<file path="config.mk">
export PLATFORM = sky130hd
export DESIGN_NAME = regfile_sb_flat
export DESIGN_NICKNAME = d
export VERILOG_FILES = /design/src/rtl/regfile_pkg.sv /design/src/rtl/regfile_sb_if.sv /design/src/rtl/regfile_scoreboard.sv /design/src/rtl/regfile_sb.sv /design/src/flat_wrapper.sv
export SDC_FILE = /design/constraint.sdc
export NUM_CORES = 1
export LEC_CHECK = 0
export CORE_MARGIN = 5
export CORE_UTILIZATION = 25
export DETAILED_ROUTE_END_ITERATION = 8
export MAX_ROUTING_LAYER = met4
export SYNTH_ARGS = -nofsm -noshare
export SYNTH_HDL_FRONTEND = slang
export SYNTH_SLANG_ARGS = --single-unit
</file>
<file path="constraint.sdc">
create_clock -name clk -period 6.75 [get_ports clk]
set_clock_uncertainty 0.05 [all_clocks]
set_input_delay 1.35 -clock clk [delete_from_list [all_inputs] [get_ports clk]]
set_output_delay 1.35 -clock clk [all_outputs]
set_load 0.01 [all_outputs]
</file>
<file path="src/rtl/regfile_pkg.sv">
// Shared constants for the parametrised register file: reset-content modes
// and the default geometry used when no overrides are given.
package regfile_pkg;

    localparam int INIT_ZERO  = 0;
    localparam int INIT_INDEX = 1;

    localparam int DEF_DATA_W = 32;
    localparam int DEF_ADDR_W = 4;
    localparam int DEF_NREGS  = 15;
    localparam int DEF_NRD    = 2;
    localparam int DEF_NWR    = 2;

endpackage

</file>
<file path="src/rtl/regfile_sb_if.sv">
// ID/WB-facing bus of the register file: read ports, write ports, issue marking
// and the scoreboard view. The pipeline drives it as master, the register file is slave.
interface regfile_sb_if
    import regfile_pkg::*;
#(
    parameter int DATA_W = DEF_DATA_W,
    parameter int ADDR_W = DEF_ADDR_W,
    parameter int NREGS  = DEF_NREGS,
    parameter int NRD    = DEF_NRD,
    parameter int NWR    = DEF_NWR
);
    logic [NRD*ADDR_W-1:0] rd_addr;
    logic [NRD*DATA_W-1:0] rd_data;
    logic [NRD-1:0]        rd_busy;
    logic [NWR-1:0]        wr_en;
    logic [NWR*ADDR_W-1:0] wr_addr;
    logic [NWR*DATA_W-1:0] wr_data;
    logic                  iss_en;
    logic [ADDR_W-1:0]     iss_addr;
    logic                  flush;
    logic [NREGS-1:0]      pend;

    modport master (
        output rd_addr, wr_en, wr_addr, wr_data, iss_en, iss_addr, flush,
        input  rd_data, rd_busy, pend
    );

    modport slave (
        input  rd_addr, wr_en, wr_addr, wr_data, iss_en, iss_addr, flush,
        output rd_data, rd_busy, pend
    );
endinterface

</file>
<file path="src/rtl/regfile_scoreboard.sv">
// Pending-write scoreboard: one bit per register, set on issue, cleared on writeback,
// wiped on flush; also reports per-read-port hazards not already covered by bypass.
module regfile_scoreboard
    import regfile_pkg::*;
#(
    parameter int ADDR_W = DEF_ADDR_W,
    parameter int NREGS  = DEF_NREGS,
    parameter int NRD    = DEF_NRD,
    parameter int NWR    = DEF_NWR
) (
    input  logic                  clk,
    input  logic                  rst,
    input  logic [NWR-1:0]        wr_en,
    input  logic [NWR*ADDR_W-1:0] wr_addr,
    input  logic                  iss_en,
    input  logic [ADDR_W-1:0]     iss_addr,
    input  logic                  flush,
    input  logic [NRD*ADDR_W-1:0] rd_addr,
    output logic [NREGS-1:0]      pend,
    output logic [NRD-1:0]        rd_busy
);
    logic [NREGS-1:0] pend_q;
    logic [NREGS-1:0] pend_d;

    // Issue is applied after the clears so the newer instruction keeps ownership.
    always_comb begin
        pend_d = pend_q;
        if (flush) begin
            pend_d = '0;
        end else begin
            for (int i = 0; i < NREGS; i++) begin
                for (int p = 0; p < NWR; p++) begin
                    if (wr_en[p] && 32'(wr_addr[p*ADDR_W +: ADDR_W]) == i) begin
                        pend_d[i] = 1'b0;
                    end
                end
                if (iss_en && 32'(iss_addr) == i) begin
                    pend_d[i] = 1'b1;
                end
            end
        end
    end

    always_ff @(posedge clk or negedge rst) begin
        if (!rst) begin
            pend_q <= '0;
        end else begin
            pend_q <= pend_d;
        end
    end

    assign pend = pend_q;

    for (genvar k = 0; k < NRD; k++) begin : g_busy
        logic [ADDR_W-1:0] ra;
        logic              busy;

        assign ra = rd_addr[k*ADDR_W +: ADDR_W];

        always_comb begin
            busy = 1'b0;
            for (int i = 0; i < NREGS; i++) begin
                if (32'(ra) == i) begin
                    busy = pend_q[i];
                end
            end
            for (int p = 0; p < NWR; p++) begin
                if (wr_en[p] && wr_addr[p*ADDR_W +: ADDR_W] == ra) begin
                    busy = 1'b0;
                end
            end
        end

        assign rd_busy[k] = busy;
    end

endmodule

</file>
<file path="src/rtl/regfile_sb.sv">
// Multi-port register file with same-cycle write-through bypass and a pending-write
// scoreboard for ID-stage hazard detection. Addresses at or above NREGS are inert.
module regfile_sb
    import regfile_pkg::*;
#(
    parameter int DATA_W    = DEF_DATA_W,
    parameter int NREGS     = DEF_NREGS,
    parameter int ADDR_W    = DEF_ADDR_W,
    parameter int NRD       = DEF_NRD,
    parameter int NWR       = DEF_NWR,
    parameter int INIT_MODE = INIT_INDEX
) (
    input  logic        clk,
    input  logic        rst,
    regfile_sb_if.slave bus
);
    logic [ADDR_W-1:0]       wa [NWR];
    logic [DATA_W-1:0]       wd [NWR];
    logic [NREGS*DATA_W-1:0] regs_flat;

    for (genvar p = 0; p < NWR; p++) begin : g_wport
        assign wa[p] = bus.wr_addr[p*ADDR_W +: ADDR_W];
        assign wd[p] = bus.wr_data[p*DATA_W +: DATA_W];
    end

    // Each register picks the highest-numbered port addressing it.
    for (genvar i = 0; i < NREGS; i++) begin : g_reg
        logic              wsel;
        logic [DATA_W-1:0] wval;
        logic [DATA_W-1:0] q;

        always_comb begin
            wsel = 1'b0;
            wval = '0;
            for (int p = 0; p < NWR; p++) begin
                if (bus.wr_en[p] && 32'(wa[p]) == i) begin
                    wsel = 1'b1;
                    wval = wd[p];
                end
            end
        end

        always_ff @(posedge clk or negedge rst) begin
            if (!rst) begin
                q <= (INIT_MODE == INIT_INDEX) ? DATA_W'(i) : '0;
            end else if (wsel) begin
                q <= wval;
            end
        end

        assign regs_flat[i*DATA_W +: DATA_W] = q;
    end

    for (genvar k = 0; k < NRD; k++) begin : g_rport
        logic [ADDR_W-1:0] ra;
        logic [DATA_W-1:0] rd;

        assign ra = bus.rd_addr[k*ADDR_W +: ADDR_W];

        always_comb begin
            rd = '0;
            for (int i = 0; i < NREGS; i++) begin
                if (32'(ra) == i) begin
                    rd = regs_flat[i*DATA_W +: DATA_W];
                end
            end
            for (int p = 0; p < NWR; p++) begin
                if (bus.wr_en[p] && wa[p] == ra && 32'(ra) < NREGS) begin
                    rd = wd[p];
                end
            end
        end

        assign bus.rd_data[k*DATA_W +: DATA_W] = rd;
    end

    regfile_scoreboard #(
        .ADDR_W (ADDR_W),
        .NREGS  (NREGS),
        .NRD    (NRD),
        .NWR    (NWR)
    ) u_scoreboard (
        .clk      (clk),
        .rst      (rst),
        .wr_en    (bus.wr_en),
        .wr_addr  (bus.wr_addr),
        .iss_en   (bus.iss_en),
        .iss_addr (bus.iss_addr),
        .flush    (bus.flush),
        .rd_addr  (bus.rd_addr),
        .pend     (bus.pend),
        .rd_busy  (bus.rd_busy)
    );

endmodule

</file>
<file path="src/flat_wrapper.sv">
// flat-port wrapper written by rule: the top's interface ports become plain ports
module regfile_sb_flat import regfile_pkg::*;
#(
    parameter int DATA_W    = DEF_DATA_W,
    parameter int NREGS     = DEF_NREGS,
    parameter int ADDR_W    = DEF_ADDR_W,
    parameter int NRD       = DEF_NRD,
    parameter int NWR       = DEF_NWR,
    parameter int INIT_MODE = INIT_INDEX
)
  (clk, rst, bus_rd_addr, bus_wr_en, bus_wr_addr, bus_wr_data, bus_iss_en, bus_iss_addr, bus_flush, bus_rd_data, bus_rd_busy, bus_pend);
  regfile_sb_if #(.DATA_W(DATA_W), .ADDR_W(ADDR_W), .NREGS(NREGS), .NRD(NRD), .NWR(NWR)) bus_i ();
  input  logic clk;
  input  logic rst;
  input wire logic [$bits(bus_i.rd_addr)-1:0] bus_rd_addr;
  input wire logic [$bits(bus_i.wr_en)-1:0] bus_wr_en;
  input wire logic [$bits(bus_i.wr_addr)-1:0] bus_wr_addr;
  input wire logic [$bits(bus_i.wr_data)-1:0] bus_wr_data;
  input wire logic [$bits(bus_i.iss_en)-1:0] bus_iss_en;
  input wire logic [$bits(bus_i.iss_addr)-1:0] bus_iss_addr;
  input wire logic [$bits(bus_i.flush)-1:0] bus_flush;
  output wire logic [$bits(bus_i.rd_data)-1:0] bus_rd_data;
  output wire logic [$bits(bus_i.rd_busy)-1:0] bus_rd_busy;
  output wire logic [$bits(bus_i.pend)-1:0] bus_pend;
  assign bus_i.rd_addr = bus_rd_addr;
  assign bus_i.wr_en = bus_wr_en;
  assign bus_i.wr_addr = bus_wr_addr;
  assign bus_i.wr_data = bus_wr_data;
  assign bus_i.iss_en = bus_iss_en;
  assign bus_i.iss_addr = bus_iss_addr;
  assign bus_i.flush = bus_flush;
  assign bus_rd_data = bus_i.rd_data;
  assign bus_rd_busy = bus_i.rd_busy;
  assign bus_pend = bus_i.pend;
  regfile_sb #(.DATA_W(DATA_W), .NREGS(NREGS), .ADDR_W(ADDR_W), .NRD(NRD), .NWR(NWR), .INIT_MODE(INIT_MODE)) u_core (.clk(clk), .rst(rst), .bus(bus_i));
endmodule
</file>
==> impl_metrics.toml <==
[timing]
whs_ns = 0.478
finalHoldViolCount = 0
rsz0062_at_grt = "false"
max_slew_margin = 0.106
fin_crit_ns = 6.42
fmax_mhz = 156
tightest_slew_ns = 1.34
setup_viol = 0
setup_tns_ns = 0
slew_viol_final = 0
fin_crit_sh = 0.952

[logic_synthesis]
synth.avg_cell_area_um2 = 8.58
yosys_register_bits = 495
ys_types = 82
yosys-top-cells-area = "dfrtp_1 34%, mux2i_1 16%, a21oi_1 7.8%"
synth_common_cells = "550 x mux2i_1, 537 x a21oi_1, 492 x nor2_1"
syn_area_mm2 = 0.0345
synth_ff_type = "dfrtp_1"
yosysMostFrequentCell = "mux2i_1"
synth_nets = 4107
synthesis.instances = 4017
synth_top_cell_area_share = 0.339
yosysTopAreaCell = "dfrtp_1"
synth_edf_count = 0
synthArstFlopShare = 1.00
synth.yosys.warnings = 0
ys_seq_area_frac = 0.360

[floorplan]
initial_utilization = 0.251
io_pins = 171
floorplan.die_area_mm2 = 0.145
core-area_mm2 = 0.137
die_x_um = 381
die_y_um = 381
row_count = 136

[grt]
grt_usage = 0.247
grt_max_degree = 157
antenna_found_initial = 24
grt_overflow = 0
grt_pass1_vias = 32800
grt_pass1_wl_um = 256000

[critical_path]
end_kind = "output port"
startpoint = "bus_wr_addr[3]"
start_kind = "input port"
critPathMaxFanout = 11
crit_type = "in2out"
crit_required_ns = 5.35
crit_arrival_ns = 5.02
timing.rr.start = "u_core.u_scoreboard.pend[13]"

[route]
drt_wl_total_um = 183000
antenna_left = 0
wl_per_cell_um = 31.3
drc_errors = 0
first_pass_iters = 9
vias_per_cell = 6.01
vias = 35300
drt_iter0_markers = 6092

[power]
power_density_mw_per_mm2 = 274
cellLeakagePower_uw = 0.0164
ir_drop_mv = 0.207
totalPowerFinal_uw = 11100

[hold_path]
hp-class = "reg2reg"
worstHoldStart = "u_core.g_reg[2].q[1]"

[outcome]
status = "finished clean"

[placement]
routabilityCongestion = 1.02
io_buffers = 170
hpwl_um = 119000

[cells_and_area]
drive_gt1_frac = 0.132
syn_to_final_growth_pct = 17.6
final_net_count = 4089

[clocking]
clock_latency_ns = 0.65
cts_buffer_depth = 3
cts.sinks = 495
cts_setup_buffers = 0
cts_buffers = 58
h-tree-depth = 2
cts_tree = "built"
ctsHoldBuffers = 0
root_buffer = "clkbuf_16"
clkTransAtPathRegs_ns = 0.06

[flow_run]
drv_cap = 0
power breakdown:
group | internal, uW | leakage [uW] | total, uW | switching [uW]
Clock | 2070 | 0.000995 | 3530 | 1460
Combinational | 1380 | 0.00955 | 3050 | 1670
Sequential | 3740 | 0.00581 | 4500 | 760
flip-flops by register name (all words and copies together) (netlist names):
signal                    cells
u_core.g.q                  480
u_core.u_scoreboard.pend     15
what timing repair did:
item                       in CTS  in global routing
resized for setup               0                  1
hold endpoints to repair        0                  0
setup endpoints to repair       0                  1
cells by family (layout without fill, tap and decap cells):
logic type,after synthesis,after routing,share of synthesized area
compound gates,1303,1303,0.230
simple gates,1029,1029,0.130
mux,651,651,0.207
buf+inv,524,555,0.0692
flops,495,495,0.360
xor+xnor,15,15,0.00381
other cells,0,27,0
layout make-up:
| class | count | area, um^2 |
|---|---|---|
| Timing Repair Buffer | 407 | 3690 |
| Clock inverter | 29 | 409 |
| Fill cell | 14500 | 96600 |
| Clock buffer | 80 | 1670 |
| Multi-Input combinational cell | 2998 | 19900 |
| Sequential cell | 495 | 12400 |
| Inverter | 39 | 146 |
| Antenna cell | 27 | 67.6 |
| Tap cell | 1794 | 2240 |
through the flow:
step | cell area, um^2 | utilization | cells | setup WS, ns
global route | 40500 | 0.295 | 5863 | 0.242
global placement | 38400 | 0.280 | 5733 | 0.239
detailed placement | 38400 | 0.280 | 5733 | 0.223
finish | 40500 | 0.295 | 5869 | 0.327
floorplan | 34500 | - | 4017 | 2.35
CTS | 40400 | 0.295 | 5842 | 0.196
cell usage in the layout (no fill, tap or decap), types with 26 or more instances in the layout:
cell and instances:
nand2_1 287, a211oi_1 30, o22ai_1 96, diode_2 27
and3_1 33, inv_1 34, a22o_1 35, clkdlybuf4s50_1 161
clkbuf_16 59, a21oi_1 537, mux2i_1 550, o21ai_0 293
a22oi_1 34, o211ai_1 29, a221oi_1 34, nor3_1 32
dfrtp_1 467, nand2b_1 27, dfstp_2 28, nand3_1 27
mux4_2 43, o221ai_1 34, mux2_2 58, a221o_1 26
nor2_1 481, buf_4 225
per-layer routing:
layer  global-route usage  wire, um  up-vias
li1                     -         -    14600
met1                0.316     70000    17000
met2                0.342     74500     3000
met3               0.0910     27600      710
met4                0.123     11500        0
met5                    -         0        -
worst max-delay path, cell delays in order:
cell and delay [ns]:
clkdlybuf4s50_1 0.76, xnor2_1 0.18, nand3_1 0.20, nor2_2 0.63
buf_4 0.37, or3_1 0.14, o21ai_0 0.09, a221oi_2 0.56
buf_4 0.19, clkdlybuf4s50_1 0.54
worst paths after layout:
kind / end / slack [ns] / cells after the start
setup / recovery: bus_rd_data[51] / 0.33 / 10
hold / removal: u_core.g_reg[2].q[1] / 0.48 / 2
setup reg to reg: u_core.u_scoreboard.pend[13] / 5.72 / 2
hold reg to reg: u_core.g_reg[2].q[1] / 0.48 / 2
max in group asynchronous: u_core.g_reg[1].q[15] / 4.54 / 2
min in group asynchronous: u_core.g_reg[1].q[2] / 0.65 / 1
Note: power is estimated with default switching activity, not from simulation.
